**src/rtl/apb_slave_decoder_pkg.sv**
```systemverilog
// Shared types, default geometry and window-address helpers for the APB completer decoder.
package apb_slave_decoder_pkg;

    localparam int NO_OF_SLAVES      = 16;
    localparam int ADDRESS_WIDTH     = 32;
    localparam int DATA_WIDTH        = 32;
    localparam int SLAVE_MEMORY_SIZE = 12;
    localparam int SLAVE_MEMORY_GAP  = 2;
    localparam int TIMEOUT_CYCLES    = 16;

    typedef enum logic [3:0] {
        SLAVE_0,  SLAVE_1,  SLAVE_2,  SLAVE_3,
        SLAVE_4,  SLAVE_5,  SLAVE_6,  SLAVE_7,
        SLAVE_8,  SLAVE_9,  SLAVE_10, SLAVE_11,
        SLAVE_12, SLAVE_13, SLAVE_14, SLAVE_15
    } slave_no_e;

    typedef enum logic [1:0] {
        IDLE,
        ACCESS,
        ERR_RESP
    } decoder_state_e;

    // Window i starts after i full (window + gap) strides, sizes given in KB.
    function automatic logic [63:0] slave_base(input int idx, input int size_kb, input int gap_kb);
        return 64'(idx) * 64'(size_kb + gap_kb) * 64'd1024;
    endfunction

    function automatic logic [63:0] slave_limit(input int idx, input int size_kb, input int gap_kb);
        return slave_base(idx, size_kb, gap_kb) + 64'(size_kb) * 64'd1024 - 64'd1;
    endfunction

endpackage

```
**src/rtl/apb_slave_decoder_if.sv**
```systemverilog
// APB bus bundle: requester qualifiers/address, per-completer responses, and the decoder's outputs.
interface apb_slave_decoder_if #(
    parameter int NO_OF_SLAVES  = apb_slave_decoder_pkg::NO_OF_SLAVES,
    parameter int ADDRESS_WIDTH = apb_slave_decoder_pkg::ADDRESS_WIDTH,
    parameter int DATA_WIDTH    = apb_slave_decoder_pkg::DATA_WIDTH
);

    logic                                psel;
    logic                                penable;
    logic [ADDRESS_WIDTH-1:0]            paddr;
    logic [NO_OF_SLAVES-1:0]             pselx;
    logic [NO_OF_SLAVES-1:0]             pready_s;
    logic [NO_OF_SLAVES-1:0]             pslverr_s;
    logic [NO_OF_SLAVES*DATA_WIDTH-1:0]  prdata_s;
    logic                                pready;
    logic                                pslverr;
    logic [DATA_WIDTH-1:0]               prdata;

    // master: everything around the decoder (requester plus completers)
    modport master (
        output psel, penable, paddr, pready_s, pslverr_s, prdata_s,
        input  pselx, pready, pslverr, prdata
    );

    modport slave (
        input  psel, penable, paddr, pready_s, pslverr_s, prdata_s,
        output pselx, pready, pslverr, prdata
    );

endinterface

```
**src/rtl/apb_slave_decoder_addr_decode.sv**
```systemverilog
// Combinational address map: finds which completer window (if any) contains paddr.
module apb_addr_decode #(
    parameter int NO_OF_SLAVES      = apb_slave_decoder_pkg::NO_OF_SLAVES,
    parameter int ADDRESS_WIDTH     = apb_slave_decoder_pkg::ADDRESS_WIDTH,
    parameter int SLAVE_MEMORY_SIZE = apb_slave_decoder_pkg::SLAVE_MEMORY_SIZE,
    parameter int SLAVE_MEMORY_GAP  = apb_slave_decoder_pkg::SLAVE_MEMORY_GAP
) (
    input  logic [ADDRESS_WIDTH-1:0]          paddr,
    output apb_slave_decoder_pkg::slave_no_e  idx,
    output logic                              mapped
);
    import apb_slave_decoder_pkg::*;

    logic [63:0] addr_ext;

    always_comb begin
        addr_ext = 64'(paddr);
        idx      = SLAVE_0;
        mapped   = 1'b0;
        for (int i = 0; i < NO_OF_SLAVES; i++) begin
            if (addr_ext >= slave_base(i, SLAVE_MEMORY_SIZE, SLAVE_MEMORY_GAP) &&
                addr_ext <= slave_limit(i, SLAVE_MEMORY_SIZE, SLAVE_MEMORY_GAP)) begin
                idx    = slave_no_e'(4'(i));
                mapped = 1'b1;
            end
        end
    end

endmodule

```
**src/rtl/apb_slave_decoder.sv**
```systemverilog
// APB completer decoder: selects one completer per transfer, muxes its response back,
// answers unmapped/hung accesses with an error and keeps error statistics.
module apb_slave_decoder #(
    parameter int NO_OF_SLAVES      = apb_slave_decoder_pkg::NO_OF_SLAVES,
    parameter int ADDRESS_WIDTH     = apb_slave_decoder_pkg::ADDRESS_WIDTH,
    parameter int DATA_WIDTH        = apb_slave_decoder_pkg::DATA_WIDTH,
    parameter int SLAVE_MEMORY_SIZE = apb_slave_decoder_pkg::SLAVE_MEMORY_SIZE,
    parameter int SLAVE_MEMORY_GAP  = apb_slave_decoder_pkg::SLAVE_MEMORY_GAP,
    parameter int TIMEOUT_CYCLES    = apb_slave_decoder_pkg::TIMEOUT_CYCLES
) (
    input  logic                      pclk,
    input  logic                      preset,
    apb_slave_decoder_if.slave        bus,
    output logic [7:0]                err_count,
    output logic [ADDRESS_WIDTH-1:0]  last_err_addr
);
    import apb_slave_decoder_pkg::*;

    localparam int CNT_W = $clog2(TIMEOUT_CYCLES + 1);

    decoder_state_e           state_q, state_d;
    slave_no_e                idx_q, idx_d, dec_idx;
    logic                     mapped_q, mapped_d, dec_mapped;
    logic [ADDRESS_WIDTH-1:0] addr_q, addr_d;
    logic [CNT_W-1:0]         cnt_q, cnt_d;
    logic [7:0]               err_cnt_q, err_cnt_d;
    logic [ADDRESS_WIDTH-1:0] last_err_q, last_err_d;

    logic                     sel_ready, sel_err, timeout;
    logic [DATA_WIDTH-1:0]    sel_data;
    logic [NO_OF_SLAVES-1:0]  pselx_c;
    logic                     pready_c, pslverr_c;
    logic [DATA_WIDTH-1:0]    prdata_c;

    apb_addr_decode #(
        .NO_OF_SLAVES      (NO_OF_SLAVES),
        .ADDRESS_WIDTH     (ADDRESS_WIDTH),
        .SLAVE_MEMORY_SIZE (SLAVE_MEMORY_SIZE),
        .SLAVE_MEMORY_GAP  (SLAVE_MEMORY_GAP)
    ) u_decode (
        .paddr  (bus.paddr),
        .idx    (dec_idx),
        .mapped (dec_mapped)
    );

    function automatic logic [NO_OF_SLAVES-1:0] onehot(input slave_no_e i);
        return NO_OF_SLAVES'(1) << i;
    endfunction

    always_comb begin
        state_d    = state_q;
        idx_d      = idx_q;
        mapped_d   = mapped_q;
        addr_d     = addr_q;
        cnt_d      = cnt_q;
        err_cnt_d  = err_cnt_q;
        last_err_d = last_err_q;
        pselx_c    = '0;
        pready_c   = 1'b0;
        pslverr_c  = 1'b0;
        prdata_c   = '0;

        sel_ready = bus.pready_s[idx_q];
        sel_err   = bus.pslverr_s[idx_q];
        sel_data  = bus.prdata_s[int'(idx_q)*DATA_WIDTH +: DATA_WIDTH];
        timeout   = (cnt_q == CNT_W'(TIMEOUT_CYCLES));

        case (state_q)
            IDLE: begin
                if (bus.psel && !bus.penable) begin
                    pselx_c  = dec_mapped ? onehot(dec_idx) : '0;
                    idx_d    = dec_idx;
                    mapped_d = dec_mapped;
                    addr_d   = bus.paddr;
                    cnt_d    = '0;
                    state_d  = dec_mapped ? ACCESS : ERR_RESP;
                end
            end
            ACCESS: begin
                if (!bus.psel) begin
                    state_d = IDLE;
                end else begin
                    pselx_c = mapped_q ? onehot(idx_q) : '0;
                    // A hung completer is cut off even if it answers on the same cycle.
                    if (timeout) begin
                        pready_c  = 1'b1;
                        pslverr_c = 1'b1;
                        state_d   = IDLE;
                    end else if (sel_ready) begin
                        pready_c  = 1'b1;
                        pslverr_c = sel_err;
                        prdata_c  = sel_data;
                        state_d   = IDLE;
                    end else begin
                        cnt_d = cnt_q + CNT_W'(1);
                    end
                end
            end
            ERR_RESP: begin
                if (!bus.psel) begin
                    state_d = IDLE;
                end else if (bus.penable) begin
                    pready_c  = 1'b1;
                    pslverr_c = 1'b1;
                    state_d   = IDLE;
                end
            end
            default: state_d = IDLE;
        endcase

        if (pready_c && pslverr_c) begin
            if (err_cnt_q != 8'hFF) err_cnt_d = err_cnt_q + 8'd1;
            last_err_d = addr_q;
        end
    end

    always_ff @(posedge pclk or posedge preset) begin
        if (preset) begin
            state_q    <= IDLE;
            idx_q      <= SLAVE_0;
            mapped_q   <= 1'b0;
            addr_q     <= '0;
            cnt_q      <= '0;
            err_cnt_q  <= '0;
            last_err_q <= '0;
        end else begin
            state_q    <= state_d;
            idx_q      <= idx_d;
            mapped_q   <= mapped_d;
            addr_q     <= addr_d;
            cnt_q      <= cnt_d;
            err_cnt_q  <= err_cnt_d;
            last_err_q <= last_err_d;
        end
    end

    // Reset must silence the bus immediately, including the combinational setup select.
    assign bus.pselx   = preset ? '0   : pselx_c;
    assign bus.pready  = preset ? 1'b0 : pready_c;
    assign bus.pslverr = preset ? 1'b0 : pslverr_c;
    assign bus.prdata  = preset ? '0   : prdata_c;

    assign err_count     = err_cnt_q;
    assign last_err_addr = last_err_q;

endmodule

```
**src/flat_wrapper.sv**
```systemverilog
// flat-port wrapper written by rule: the top's interface ports become plain ports
module apb_slave_decoder_flat import apb_slave_decoder_pkg::*;
#(
    parameter int NO_OF_SLAVES      = apb_slave_decoder_pkg::NO_OF_SLAVES,
    parameter int ADDRESS_WIDTH     = apb_slave_decoder_pkg::ADDRESS_WIDTH,
    parameter int DATA_WIDTH        = apb_slave_decoder_pkg::DATA_WIDTH,
    parameter int SLAVE_MEMORY_SIZE = apb_slave_decoder_pkg::SLAVE_MEMORY_SIZE,
    parameter int SLAVE_MEMORY_GAP  = apb_slave_decoder_pkg::SLAVE_MEMORY_GAP,
    parameter int TIMEOUT_CYCLES    = apb_slave_decoder_pkg::TIMEOUT_CYCLES
)
  (pclk, preset, err_count, last_err_addr, bus_psel, bus_penable, bus_paddr, bus_pready_s, bus_pslverr_s, bus_prdata_s, bus_pselx, bus_pready, bus_pslverr, bus_prdata);
  apb_slave_decoder_if #(.NO_OF_SLAVES(NO_OF_SLAVES), .ADDRESS_WIDTH(ADDRESS_WIDTH), .DATA_WIDTH(DATA_WIDTH)) bus_i ();
  input  logic pclk;
  input  logic preset;
  output logic [7:0] err_count;
  output logic [ADDRESS_WIDTH-1:0] last_err_addr;
  input wire logic [$bits(bus_i.psel)-1:0] bus_psel;
  input wire logic [$bits(bus_i.penable)-1:0] bus_penable;
  input wire logic [$bits(bus_i.paddr)-1:0] bus_paddr;
  input wire logic [$bits(bus_i.pready_s)-1:0] bus_pready_s;
  input wire logic [$bits(bus_i.pslverr_s)-1:0] bus_pslverr_s;
  input wire logic [$bits(bus_i.prdata_s)-1:0] bus_prdata_s;
  output wire logic [$bits(bus_i.pselx)-1:0] bus_pselx;
  output wire logic [$bits(bus_i.pready)-1:0] bus_pready;
  output wire logic [$bits(bus_i.pslverr)-1:0] bus_pslverr;
  output wire logic [$bits(bus_i.prdata)-1:0] bus_prdata;
  assign bus_i.psel = bus_psel;
  assign bus_i.penable = bus_penable;
  assign bus_i.paddr = bus_paddr;
  assign bus_i.pready_s = bus_pready_s;
  assign bus_i.pslverr_s = bus_pslverr_s;
  assign bus_i.prdata_s = bus_prdata_s;
  assign bus_pselx = bus_i.pselx;
  assign bus_pready = bus_i.pready;
  assign bus_pslverr = bus_i.pslverr;
  assign bus_prdata = bus_i.prdata;
  apb_slave_decoder #(.NO_OF_SLAVES(NO_OF_SLAVES), .ADDRESS_WIDTH(ADDRESS_WIDTH), .DATA_WIDTH(DATA_WIDTH), .SLAVE_MEMORY_SIZE(SLAVE_MEMORY_SIZE), .SLAVE_MEMORY_GAP(SLAVE_MEMORY_GAP), .TIMEOUT_CYCLES(TIMEOUT_CYCLES)) u_core (.pclk(pclk), .preset(preset), .bus(bus_i), .err_count(err_count), .last_err_addr(last_err_addr));
endmodule
```
**config.mk**
```make
export PLATFORM = sky130hd
export DESIGN_NAME = apb_slave_decoder_flat
export DESIGN_NICKNAME = d
export VERILOG_FILES = /design/src/rtl/apb_slave_decoder_pkg.sv /design/src/rtl/apb_slave_decoder_if.sv /design/src/rtl/apb_slave_decoder_addr_decode.sv /design/src/rtl/apb_slave_decoder.sv /design/src/flat_wrapper.sv
export SDC_FILE = /design/constraint.sdc
export NUM_CORES = 1
export LEC_CHECK = 0
export CAP_MARGIN = 10
export CORE_AREA = 10 10 252 254
export CTS_BUF_LIST = sky130_fd_sc_hd__clkbuf_2
export CTS_CLUSTER_SIZE = 28
export DETAILED_ROUTE_END_ITERATION = 10
export DIE_AREA = 0 0 262 264
export PLACE_DENSITY_LB_ADDON = 0.25
export SETUP_SLACK_MARGIN = 0.02
export SYNTH_ARGS = -nofsm -noshare
export SYNTH_HDL_FRONTEND = slang
export SYNTH_HIERARCHICAL = 1
export SYNTH_SLANG_ARGS = --single-unit
```
**constraint.sdc**
```tcl
create_clock -name pclk -period 4.9 [get_ports pclk]
set_input_delay 0.98 -clock pclk [delete_from_list [all_inputs] [get_ports pclk]]
set_output_delay 0.98 -clock pclk [all_outputs]
set_load 0.005 [all_outputs]
```
==> results.md <==
- Post-DR vias/cell: 4.53
- Count of cell types in the netlist: 66
- Mean Syn Cell Area: 13.1 sq um
- Async SR Flop Fraction: 100%
- Flops & latches, synth: 84
- Crit-path max FO: 6
- Slowest cell on the critical path: or4b_4
- Measured slew at the worst slew-check pin: 1.07 ns
- PwrDens: 166 mW/mm^2
- 1st-iter DRT viols: 620
- Post-synth EDFFs: 0
- I/O Buffers: 669
- Final hold vios: 0
- Register area: 0.00211 sq mm
- Setup TNS: 0 ns
- Clk root buf: clkbuf_2
- Yosys warns: 6
- IO Count: 670
- Layout cells sized above 1: 28.3%
- Area occupied by multi-input gates: 0.00650 sq mm
- Setup crit start kind: primary input
- Die area: 0.0692 sq mm
- First-pass DRT Iterations: 5
- Worst-path cell chain: dlygate4sd2_1 -> or4b_4 -> a31oi_4 -> a2111oi_4 -> a211o_1 -> o21bai_4 -> nand3_4 -> buf_4 -> buf_4 -> inv_1 -> and3_4 -> a22oi_1 -> nor2_1 -> buf_4 -> clkdlybuf4s15_2
- TritonCTS buffer count: 9
- Grt total ovfl: 0
- Final Skew: 0.0585 ns
- Fin crit period: 4.74 ns
- HPWL Detailed: 59.8 mm
- Max incr delay on CP: 0.59 ns
- Place WS: -0.575 ns
- Initial antenna violation count: 37
- Core area: 0.0585 sq mm
- Mapped Cells: 676
- CP most frequent cell: buf_4
- H-tree lvl count: 3
- Nets@finish: 1967
- Post-route DRC: 0
- Final setup vio count: 0
- Initial Utilization: 15.1%
- First-pass GRT wire length: 91.3 mm
- CTS tree: built
- Register area share after synthesis: 23.8%
- CP bufs+invs: 6
- Area share of the largest cell type after synthesis: 42.9%
- Worst hold path type: reg -> reg
- Fillers: 6064
- Max Root-Sink Buffers: 2
- Peak supply drop: 0.189 mV
- Final core utilization: 29.5%
- Status: complete, no violations
- Clock tree sinks: 84
- Max Freq: 211 MHz
- Worst EP arrival: 3.76 ns
- Max-cap viol count: 0
- Final Wtd Congestion: 0.972
- Reg clk slew, reported paths: 0.22 ns
- Period utilization: 96.7%
- RSZ-0062 raised after global routing: no
- Final worst setup slack: 0.161 ns
- Req. time, crit path: 3.92 ns
- Crit. End Element: output pin
- Post-Syn Area: 0.00883 sq mm
- Leak: 0.00633 uW
- Cell with the most instances after synthesis: mux4_2
- Slew HR: 28.3%
- Die span in x: 262 microns
- Clk Latency, worst-skew pair: 0.62 ns
- Largest net degree at the start of global routing: 49
- Top FF cell, synth: dfrtp_1
- Cell class contributing the biggest share of worst-path delay: simple AND/OR/NAND/NOR gates
- Tot Pwr: 2860 uW
- Vert. Die Dim: 264 microns
- Most frequent cells after synthesis: mux4_2, dfrtp_1, mux2_2
- Area Overhead vs Synth: 95.5%
- CP Class: in -> out
- Synth area leader: mux4_2
- Synth top area cells: mux4_2, dfrtp_1, mux2_2
- Total global-route track usage: 18.9%
- WL per Instance: 31.3 microns
- Rows: 89
- Final slew viol count: 0
- Final ANT Viol Nets: 0
- Vias in the first global route: 10900
- Overall routed net length: 67.9 mm
- Net count after synthesis: 1262
- Via count: 9826
## flip-flops by register name, indices dropped and copies added (netlist names)
name                  cells
u_core/addr_q            32
u_core/last_err_addr     32
u_core/err_count          8
u_core/cnt_q              5
u_core/idx_q              4
u_core/state_q            2
u_core/mapped_q           1
## cell families after synthesis
family | share of synthesized area, %
AND/OR/NAND/NOR | 11.1
multiplexers | 52.2
buffers and inverters | 4.45
flip-flops | 23.8
AO/OA/AOI/OAI | 6.78
adder cells (fa/ha/maj) | 0.851
XOR/XNOR | 0.794
## report_power, final
group | internal (uW) | switching (uW) | leakage (uW)
Clock | 119 | 263 | 0.0000677
Combinational | 965 | 439 | 0.00519
Sequential | 945 | 133 | 0.00108
Total | 2030 | 834 | 0.00633
## worst paths after layout
| kind | startpoint | to | slack (ns) | cells after the start |
|---|---|---|---|---|
| worst max-delay path | bus_paddr[11] | bus_pselx[14] | 0.16 | 15 |
| worst min-delay path | u_core/addr_q[23] | u_core/last_err_addr[23] | 0.52 | 1 |
| worst max register to register | u_core/idx_q[0] | u_core/last_err_addr[28] | 1.58 | 8 |
| worst min register to register | u_core/addr_q[23] | u_core/last_err_addr[23] | 0.52 | 1 |
| max in group asynchronous | preset | u_core/idx_q[2] | 2.89 | 4 |
| min in group asynchronous | preset | u_core/idx_q[1] | 0.93 | 3 |
## cells in the final DEF, fill, tap and decap left out, drive strengths merged, types with 12 or more instances in the layout
| cell type | synthesis | final |
|---|---|---|
| clkdlybuf4s50 | 0 | 637 |
| nand3 | 22 | 22 |
| nor2 | 34 | 34 |
| diode | 0 | 12 |
| mux2 | 72 | 72 |
| mux4 | 168 | 168 |
| dfrtp | 84 | 84 |
| and3 | 38 | 38 |
| dlygate4sd2 | 0 | 17 |
| clkbuf | 33 | 12 |
| a22oi | 14 | 14 |
| buf | 37 | 96 |
| o21ai | 13 | 13 |
| nor2b | 14 | 14 |
| nand2 | 26 | 26 |
## stage by stage
step	instance area [sq um]	hold slack, ns	cells
2_1_floorplan	8830	0.452	676
3_3_place_gp	16800	0.475	2126
3_5_place_dp	16800	0.470	2126
4_1_cts	17100	0.530	2148
5_1_grt	17200	0.538	2165
6_report	17300	0.521	2171
## per-layer routing
layer / track usage [%] / wire [microns] / part of all wire [%]
met1: 21.3 / 25000 / 37
met2: 33.8 / 34700 / 51
met3: 6.03 / 6480 / 9.5
met4: 4.69 / 1630 / 2.4
met5: 0 / 71 / 0.10
## final cells by class
type | count | share of cell area (%)
sequential | 84 | 12.3
tap | 773 | 5.60
clock buffer | 10 | 0.290
clock inverter | 6 | 0.363
multi-input combinational | 512 | 37.7
timing repair buffer | 764 | 43.4
inverter | 10 | 0.225
antenna | 12 | 0.174
## repair_timing
| action | 4_1_cts | 5_1_grt |
|---|---|---|
| buffers inserted | 6 | 11 |
| pin swaps | 16 | 5 |
| endpoints found under the setup margin | 16 | 42 |
| resized for setup | 51 | 26 |
| hold buffers | 0 | 0 |
Power figures use the tool's default switching activity.
